[src/rtl/kpg_pkg.sv]
// kpg_pkg: kill/propagate/generate carry encoding shared by the prefix adder.
// Used by kpg_prefix_adder_pipe and kpg_prefix_stage.
package kpg_pkg;

    // Two-bit carry code. The value 01 is never produced.
    typedef enum logic [1:0] {
        KILL = 2'b00,
        PROP = 2'b10,
        GEN  = 2'b11
    } kpg_t;

    // A resolved code (KILL/GEN) wins; a propagating code defers to the code below it.
    function automatic kpg_t kpg_combine(input kpg_t cur, input kpg_t prev);
        return (cur == PROP) ? prev : cur;
    endfunction

    // Classify one bit pair.
    function automatic kpg_t kpg_encode(input logic a_bit, input logic b_bit);
        kpg_t code;
        if (a_bit & b_bit)
            code = GEN;
        else if (~a_bit & ~b_bit)
            code = KILL;
        else
            code = PROP;
        return code;
    endfunction

endpackage

[src/rtl/kpg_prefix_stage.sv]
// kpg_prefix_stage: one Kogge-Stone prefix level plus its pipeline register.
// Position i (i >= DIST) merges with position i-DIST; lower positions pass through.
// The code vector holds WIDTH+1 two-bit codes; position 0 is the carry in.
module kpg_prefix_stage
    import kpg_pkg::*;
#(
    parameter int WIDTH = 32,
    parameter int DIST  = 1,
    parameter int TAG_W = 4
) (
    input  logic                   clk,
    input  logic                   rst_n,
    input  logic                   adv,
    input  logic                   valid_in,
    input  logic [2*(WIDTH+1)-1:0] code_in,
    input  logic [WIDTH-1:0]       p_in,
    input  logic [TAG_W-1:0]       tag_in,
    output logic                   valid_out,
    output logic [2*(WIDTH+1)-1:0] code_out,
    output logic [WIDTH-1:0]       p_out,
    output logic [TAG_W-1:0]       tag_out
);

    logic [2*(WIDTH+1)-1:0] code_next;

    for (genvar i = 0; i <= WIDTH; i++) begin : g_pos
        if (i >= DIST) begin : g_merge
            assign code_next[2*i +: 2] = kpg_combine(kpg_t'(code_in[2*i +: 2]),
                                                     kpg_t'(code_in[2*(i-DIST) +: 2]));
        end else begin : g_pass
            assign code_next[2*i +: 2] = code_in[2*i +: 2];
        end
    end

    // Level register; the whole pipe freezes together when the output is stalled.
    always_ff @(posedge clk or negedge rst_n) begin
        if (!rst_n) begin
            valid_out <= 1'b0;
            code_out  <= '0;
            p_out     <= '0;
            tag_out   <= '0;
        end else if (adv) begin
            valid_out <= valid_in;
            code_out  <= code_next;
            p_out     <= p_in;
            tag_out   <= tag_in;
        end
    end

endmodule

[src/rtl/kpg_prefix_adder_pipe.sv]
// kpg_prefix_adder_pipe: fully pipelined Kogge-Stone adder with valid/ready flow
// control, tag pass-through and signed overflow.
// Optional macro KPG_ADD_SUB_EN adds the 'sub' port (a - b via ~b and carry-in 1).
module kpg_prefix_adder_pipe
    import kpg_pkg::*;
#(
    parameter int WIDTH = 32,
    parameter int TAG_W = 4
) (
    input  logic             clk,
    input  logic             rst_n,
    input  logic             in_valid,
    output logic             in_ready,
    input  logic [WIDTH-1:0] a,
    input  logic [WIDTH-1:0] b,
    input  logic             cin,
`ifdef KPG_ADD_SUB_EN
    input  logic             sub,
`endif
    input  logic [TAG_W-1:0] in_tag,
    output logic             out_valid,
    input  logic             out_ready,
    output logic [WIDTH-1:0] sum,
    output logic             cout,
    output logic             ovf,
    output logic [TAG_W-1:0] out_tag
);

    localparam int LEVELS = $clog2(WIDTH);
    localparam int LAT    = LEVELS + 1;
    localparam int CW     = 2 * (WIDTH + 1);

    logic             adv;
    logic [WIDTH-1:0] b_eff;
    logic             c0;
    logic [CW-1:0]    code_enc;

    logic [CW-1:0]    code_pipe  [0:LEVELS];
    logic [WIDTH-1:0] p_pipe     [0:LEVELS];
    logic [TAG_W-1:0] tag_pipe   [0:LEVELS];
    logic             valid_pipe [0:LEVELS];

    assign adv      = ~(out_valid & ~out_ready);
    assign in_ready = adv;

`ifdef KPG_ADD_SUB_EN
    assign b_eff = sub ? ~b : b;
    assign c0    = sub ? 1'b1 : cin;
`else
    assign b_eff = b;
    assign c0    = cin;
`endif

    // Position 0 carries c0; position i+1 carries the code of bit pair i.
    assign code_enc[1:0] = c0 ? GEN : KILL;
    for (genvar i = 0; i < WIDTH; i++) begin : g_enc
        assign code_enc[2*(i+1) +: 2] = kpg_encode(a[i], b_eff[i]);
    end

    // Stage 0: capture encoded operands; a bubble still loads data but with valid low.
    always_ff @(posedge clk or negedge rst_n) begin
        if (!rst_n) begin
            valid_pipe[0] <= 1'b0;
            code_pipe[0]  <= '0;
            p_pipe[0]     <= '0;
            tag_pipe[0]   <= '0;
        end else if (adv) begin
            valid_pipe[0] <= in_valid;
            code_pipe[0]  <= code_enc;
            p_pipe[0]     <= a ^ b_eff;
            tag_pipe[0]   <= in_tag;
        end
    end

    for (genvar k = 1; k <= LEVELS; k++) begin : g_level
        kpg_prefix_stage #(
            .WIDTH (WIDTH),
            .DIST  (1 << (k - 1)),
            .TAG_W (TAG_W)
        ) u_stage (
            .clk       (clk),
            .rst_n     (rst_n),
            .adv       (adv),
            .valid_in  (valid_pipe[k-1]),
            .code_in   (code_pipe[k-1]),
            .p_in      (p_pipe[k-1]),
            .tag_in    (tag_pipe[k-1]),
            .valid_out (valid_pipe[k]),
            .code_out  (code_pipe[k]),
            .p_out     (p_pipe[k]),
            .tag_out   (tag_pipe[k])
        );
    end

    // Final carries. The prefix tree spans WIDTH positions, so the top position
    // still lacks position 0 when every bit propagates; fold c0 in here.
    logic [WIDTH:0] carry;
    kpg_t           top_code;

    assign top_code = kpg_combine(kpg_t'(code_pipe[LEVELS][2*WIDTH +: 2]),
                                  kpg_t'(code_pipe[LEVELS][1:0]));

    for (genvar i = 0; i < WIDTH; i++) begin : g_carry
        assign carry[i] = (kpg_t'(code_pipe[LEVELS][2*i +: 2]) == GEN);
    end
    assign carry[WIDTH] = (top_code == GEN);

    assign out_valid = valid_pipe[LEVELS];
    assign sum       = p_pipe[LEVELS] ^ carry[WIDTH-1:0];
    assign cout      = carry[WIDTH];
    assign ovf       = carry[WIDTH] ^ carry[WIDTH-1];
    assign out_tag   = tag_pipe[LEVELS];

endmodule

[config.mk]
export PLATFORM = sky130hd
export DESIGN_NAME = kpg_prefix_adder_pipe
export DESIGN_NICKNAME = d
export VERILOG_FILES = /design/src/rtl/kpg_pkg.sv /design/src/rtl/kpg_prefix_stage.sv /design/src/rtl/kpg_prefix_adder_pipe.sv
export SDC_FILE = /design/constraint.sdc
export NUM_CORES = 1
export LEC_CHECK = 0
export CORE_AREA = 4 4 246 248
export CTS_BUF_LIST = sky130_fd_sc_hd__clkbuf_2
export DETAILED_ROUTE_END_ITERATION = 12
export DIE_AREA = 0 0 250 252
export PLACE_DENSITY = 0.75
export SKIP_CTS_REPAIR_TIMING = 1
export SKIP_LAST_GASP = 1
export SLEW_MARGIN = 10
export SYNTH_ARGS = -nofsm -noshare
export SYNTH_HDL_FRONTEND = slang
export SYNTH_SLANG_ARGS = --single-unit
[constraint.sdc]
create_clock -name clk -period 1.6 [get_ports clk]
set_clock_uncertainty 0.15 [all_clocks]
set_input_delay 0.16 -clock clk [delete_from_list [all_inputs] [get_ports clk]]
set_output_delay 0.16 -clock clk [all_outputs]
set_load 0.05 [all_outputs]
==> out/results.tsv, run 1 <==
metric	value	unit
outcome	finished with violations	
violations	hold timing, setup timing	
dp_cells	2960	
critical-path-slowest-cell	dfrtp_4	
die_w	250	µm
critPathMaxStageDelay	0.41	ns
dpl_worst_slack	-0.134	ns
final_cell_mix	dfrtp_1, o21ai_0, nand3b_1, mux2_2, clkbuf_2	
cts_root_buf	clkbuf_2	
r2r_setup_slack	-0.37	ns
max_slew.worst_pin.slew	0.770	ns
p_sw	23.5	mW
path_cells	nor2b_4 -> inv_8 -> buf_16 -> buf_12	
slew_violations	0	
grt_max_degree	136	
grtUsageTotal	19.4	%
path_max_fanout	5	
fin_crit	2.56	ns
power	61.2	mW
instances_no_fill	3350	
relSlewSlack	48.7	%
worst_hold_slack	-0.810	ns
area_growth	24.1	%
antenna_found_initial	5	
p_int	37.7	mW
portBuffers	112	
wl_per_cell	19.3	µm
dr_total_vias	18200	
syn_inst	2120	
holdPathEnd	g_level[3].u_stage.code_out[28]$_DFFE_PN0N_	
cts_tree	yes	
ys_warn_count	0	
grt_pass1_vias	18100	
path_clk_slew	0.10	ns
cts_buffer_depth	3	
cts_sinks	612	
drc	0	
num_rows	89	
drt_iter0_drc	1458	
fmax	391	MHz
min_path_type	in -> reg	
syn_area_per_cell	12.3	µm²
clockPowerShare	17.0	%
finalSetupViolCount	536	
syn_nets	2257	
power.density	1900	nW/µm²
fin_util	55.2	%
hp-start	out_ready	
switching_share	38.4	%
start_util	44.4	%
numCtsBuffers	148	
ys_types	21	
grt.overflow.total	0	
coreArea	58500	µm²
crit-reg2reg-launch	g_level[5].u_stage.valid_out$_DFFE_PN0N_	
ios	113	
synth-seq-area-share	58.9	%
drt-total-wl	64.5	mm
drv_cap	0	
path_class	reg -> out	
crit_arrival	2.25	ns
die_h	252	µm
start_kind	flip-flop	
finalHoldViolCount	609	
final_common_cell	dfrtp_1	
ir_drop	1.30	mV
fin_ws	-0.956	ns
multi_input_area	10300	µm²
ys_seq_elements	612	
regArea	15300	µm²
gp_congestion	0.840	
comb_power_share	36.0	%
p_leak	14.0	nW
cp_top_family	flip-flops	
worstSetupEndpointType	output pin	
viasPerCell	5.44	
clk-insertion-delay-late	1.27	ns
dieArea	63000	µm²
cp_num_buf_inv	3	
ant_nets	0	
grt_pass1_wl	97.9	mm
r2r_cells	6	
rsz0062_at_grt	true	
seqPwrFrac	47.0	%
timing.rr.end	g_level[1].u_stage.p_out[4]$_DFFE_PN0N_	
dr.pass1.iters	7	
htreeDepth	4	
layout.nets	2605	
post-route-period-util	160	%
hold_depth	3	
place_hpwl	42.7	mm
drive_above_1_share	28.3	%
syn-cell-area	26000	µm²
fill_cells	4705	
critPathRequiredTime	1.29	ns
[flip-flops by register name (all words and copies together) (netlist names)]
signal,count
g_level.u_stage.tag_out,20
valid_pipe,1
g_level.u_stage.code_out,325
g_level.u_stage.p_out,160
code_pipe,65
g_level.u_stage.valid_out,5
tag_pipe,4
p_pipe,32
[power by group through the flow]
stage,combinational (mW),clock (mW),sequential [mW]
finish,22.0,10.4,28.7
global route,23.8,11.5,29.5
CTS,20.1,10.7,28.3
detailed placement,20.0,0,28.6
global placement,19.3,0,28.2
floorplan,12.9,0,26.1
[worst max-delay path by stage]
stage                                              endpoint                                     start  cells after the start  slack (ns)
floorplan                        code_pipe[378]$_DFFE_PN0N_  g_level[5].u_stage.valid_out$_DFFE_PN0N_                      6       -0.18
global placement    g_level[2].u_stage.p_out[2]$_DFFE_PN0N_  g_level[5].u_stage.valid_out$_DFFE_PN0N_                      4       -0.12
detailed placement  g_level[1].u_stage.p_out[2]$_DFFE_PN0N_  g_level[5].u_stage.valid_out$_DFFE_PN0N_                      4       -0.13
CTS                                               out_valid  g_level[5].u_stage.valid_out$_DFFE_PN0N_                      3       -1.43
global route                                       in_ready  g_level[5].u_stage.valid_out$_DFFE_PN0N_                      4       -1.12
finish                                             in_ready  g_level[5].u_stage.valid_out$_DFFE_PN0N_                      4       -0.96
[layer usage]
metal  routed length (µm)  global-route usage [%]  vias to the layer above
met5                   11                       0                        -
met4                 1840                    8.16                        2
met3                 3530                    4.31                      109
met2                32400                    31.5                      557
met1                26700                    25.3                     9228
li1                     -                       -                     8320
[cells in the mapped netlist (all sizes together)]
master	n	share of area, %
dfrtp	612	59
o21ai	402	7.7
mux2	311	13
nand3b	268	7.7
a21oi	166	3.2
clkbuf	93	1.3
inv	65	0.94
ha	64	3.1
buf	40	0.96
nor3b	32	0.92
xnor2	32	1.1
nand2	31	0.45
nand2b	1	0.024
nor2b	1	0.034
o21a	1	0.029
xor2	1	0.034
[layout make-up]
class	count	share of cell area [%]
tap	773	3.00
clock buffer	206	3.20
clock inverter	49	1.05
sequential	612	47.5
multi-input combinational	1310	32.1
timing repair buffer	331	12.4
antenna	4	0.0310
inverter	65	0.780
[through the flow]
stage	setup TNS (ns)	instance area, µm²
2_1_floorplan	-59.00	26200
3_3_place_gp	-21.74	28900
3_5_place_dp	-25.25	28900
4_1_cts	-79.04	30300
5_1_grt	-133.24	32200
6_report	-105.33	32200
[tightest hold or removal path, delay by kind of cell]
| kind | cells | cell delay (ns) |
|---|---|---|
| buffers and inverters | 1 | 0.11 |
| AO/OA/AOI/OAI | 1 | 0.17 |
| AND/OR/NAND/NOR | 1 | 0.07 |
[cells by family (layout without fill, tap and decap cells)]
group	Yosys count	count (layout)	share of synthesized area, %
flip-flops	612	612	58.9
AO/OA/AOI/OAI	569	569	11.0
AND/OR/NAND/NOR	333	333	9.17
multiplexers	311	311	13.5
buffers and inverters	198	651	3.25
adder cells (fa/ha/maj)	64	64	3.08
XOR/XNOR	33	33	1.11
other	0	4	0
Power figures use the tool's default switching activity.
==> run 2: changes to the inputs <==
--- a/config.mk
+++ b/config.mk
@@ -9,7 +9,6 @@
 export CTS_BUF_LIST = sky130_fd_sc_hd__clkbuf_2
 export DETAILED_ROUTE_END_ITERATION = 12
 export DIE_AREA = 0 0 250 252
-export PLACE_DENSITY = 0.75
 export SKIP_CTS_REPAIR_TIMING = 1
 export SKIP_LAST_GASP = 1
 export SLEW_MARGIN = 10
==> out/results.tsv, run 2 (synthesized netlist as in run 1, its figures left out) <==
metric	value	unit	change
outcome	finished with violations		
violations	hold timing, setup timing		
viasPerCell	5.33		-2.0%
fin_crit	2.66	ns	+0.104 ns
rsz0062_at_grt	true		
worst_hold_slack	-0.843	ns	-0.0329 ns
ant_nets	0		unchanged
largest_register	g_level.u_stage.code_out		
grtUsageTotal	20.3	%	+0.89 points
power.density	1860	nW/µm²	-2.0%
cp_num_buf_inv	3		unchanged
post-route-period-util	166	%	+6.5 points
ios	113		unchanged
cts_buffer_depth	3		unchanged
critical-path-slowest-cell	dfrtp_4		
finalSetupViolCount	599		+12%
drt_iter0_drc	1249		-14%
dr_total_vias	18300		+0.22%
drv_cap	0		unchanged
reg_top3	g_level.u_stage.code_out x325, g_level.u_stage.p_out x160, code_pipe x65		
postPlaceCellArea	29000	µm²	+0.27%
wl_per_cell	19.9	µm	+3.6%
critPathRequiredTime	1.29	ns	about the same
layout.nets	2688		+3.2%
antenna_found_initial	7		+2
drt-total-wl	68.3	mm	+5.9%
met3_usage	5.31	%	+1.0 points
die_w	250	µm	unchanged
grt_pass1_wl	100	mm	+2.6%
gp_congestion	0.833		-0.80%
die_h	252	µm	unchanged
path_max_fanout	7		+2
dieArea	63000	µm²	unchanged
grt_max_degree	141		+3.7%
busiest_layer	met2		
clk-insertion-delay-late	1.26	ns	about the same
grtUsageMet1	28.1	%	+2.8 points
num_rows	89		unchanged
path_cells	nor2b_4 -> clkinv_8 -> buf_16 -> buf_12		
place_hpwl	44.5	mm	+4.3%
cts_root_buf	clkbuf_2		
final_common_cell	dfrtp_1		
max_slew.worst_pin.slew	0.861	ns	+0.0912 ns
critPathMaxStageDelay	0.42	ns	about the same
ir_drop	1.89	mV	+45%
drive_above_1_share	29.2	%	+0.85 points
portBuffers	112		unchanged
path_clk_slew	0.10	ns	about the same
crit_arrival	2.35	ns	+0.10 ns
grt.overflow.total	0		unchanged
relSlewSlack	42.6	%	-6.1 points
drc	0		unchanged
cts_sinks	612		unchanged
cts_tree	yes		
largest_reg_flops	325		unchanged
power	61.5	mW	+0.49%
grt_pass1_vias	18000		-0.65%
start_util	44.4	%	unchanged
numCtsBuffers	158		+6.8%
cp_top_family	flip-flops		
fin_ws	-1.06	ns	-0.104 ns
worstSetupEndpointType	output pin		
design_area	33100	µm²	+2.5%
final.setup.tns	-127.82	ns	-22.49 ns
min_path_type	in -> reg		
final_cell_mix	dfrtp_1, o21ai_0, nand3b_1, mux2_2, clkbuf_2		
fmax	376	MHz	-3.9%
r2r_setup_slack	-0.37	ns	about the same
fill_cells	4900		+4.1%
dpl_worst_slack	-0.153	ns	-0.0193 ns
area_growth	27.2	%	
coreArea	58500	µm²	unchanged
finalHoldViolCount	612		+0.49%
path_class	reg -> out		
htreeDepth	4		unchanged
slew_violations	0		unchanged
start_kind	flip-flop		
p_leak	14.5	nW	+3.2%
grt_use_met2	31.5	%	-0.063 points
dr.pass1.iters	5		-2
run 2: power breakdown:
group	switching (mW)	internal (mW)	total, mW
registers	6.49	22.3	28.8
logic	10.9	11.8	22.7
clock network	6.09	3.90	9.99
run 2: metrics by stage:
| step | hold WS, ns | instances | utilization [%] |
|---|---|---|---|
| floorplan | -0.286 | 2120 | - |
| global placement | -0.106 | 2962 | 49.6 |
| detailed placement | -0.105 | 2962 | 49.6 |
| CTS | -1.58 | 3220 | 51.8 |
| global route | -1.01 | 3425 | 56.5 |
| finish | -0.843 | 3425 | 56.5 |
run 2: final cells by class:
type / instances / area, µm² / share of cell area [%]
clock buffer: 241 / 1210 / 3.65
timing repair buffer: 404 / 4860 / 14.7
multi-input combinational: 1310 / 10400 / 31.4
sequential: 612 / 15300 / 46.3
clock inverter: 17 / 67.6 / 0.204
inverter: 65 / 256 / 0.776
antenna: 3 / 7.51 / 0.0227
tap: 773 / 967 / 2.93
run 2: final timing paths:
path,cells after the start,endpoint,startpoint
max,4,in_ready,g_level[5].u_stage.valid_out$_DFFE_PN0N_
min,4,g_level[5].u_stage.p_out[21]$_DFFE_PN0N_,out_ready
max reg2reg,6,g_level[5].u_stage.code_out[10]$_DFFE_PN0N_,g_level[5].u_stage.valid_out$_DFFE_PN0N_
min reg2reg,1,g_level[5].u_stage.code_out[20]$_DFFE_PN0N_,g_level[5].u_stage.code_out[20]$_DFFE_PN0N_
max in group asynchronous,6,g_level[1].u_stage.code_out[19]$_DFFE_PN0N_,rst_n
min in group asynchronous,5,g_level[4].u_stage.tag_out[1]$_DFFE_PN0N_,rst_n
run 2: metal layers:
metal | wire, µm | share of wire [%]
met5 | 0 | 0
met4 | 1010 | 1.5
met3 | 3540 | 5.2
met2 | 33500 | 49
met1 | 30200 | 44
run 2: worst min-delay path: cells and delay by family:
kind | cells | cell delay [ns]
muxes | 1 | 0.13
buffers and inverters | 2 | 0.18
and+or+nand+nor | 1 | 0.07
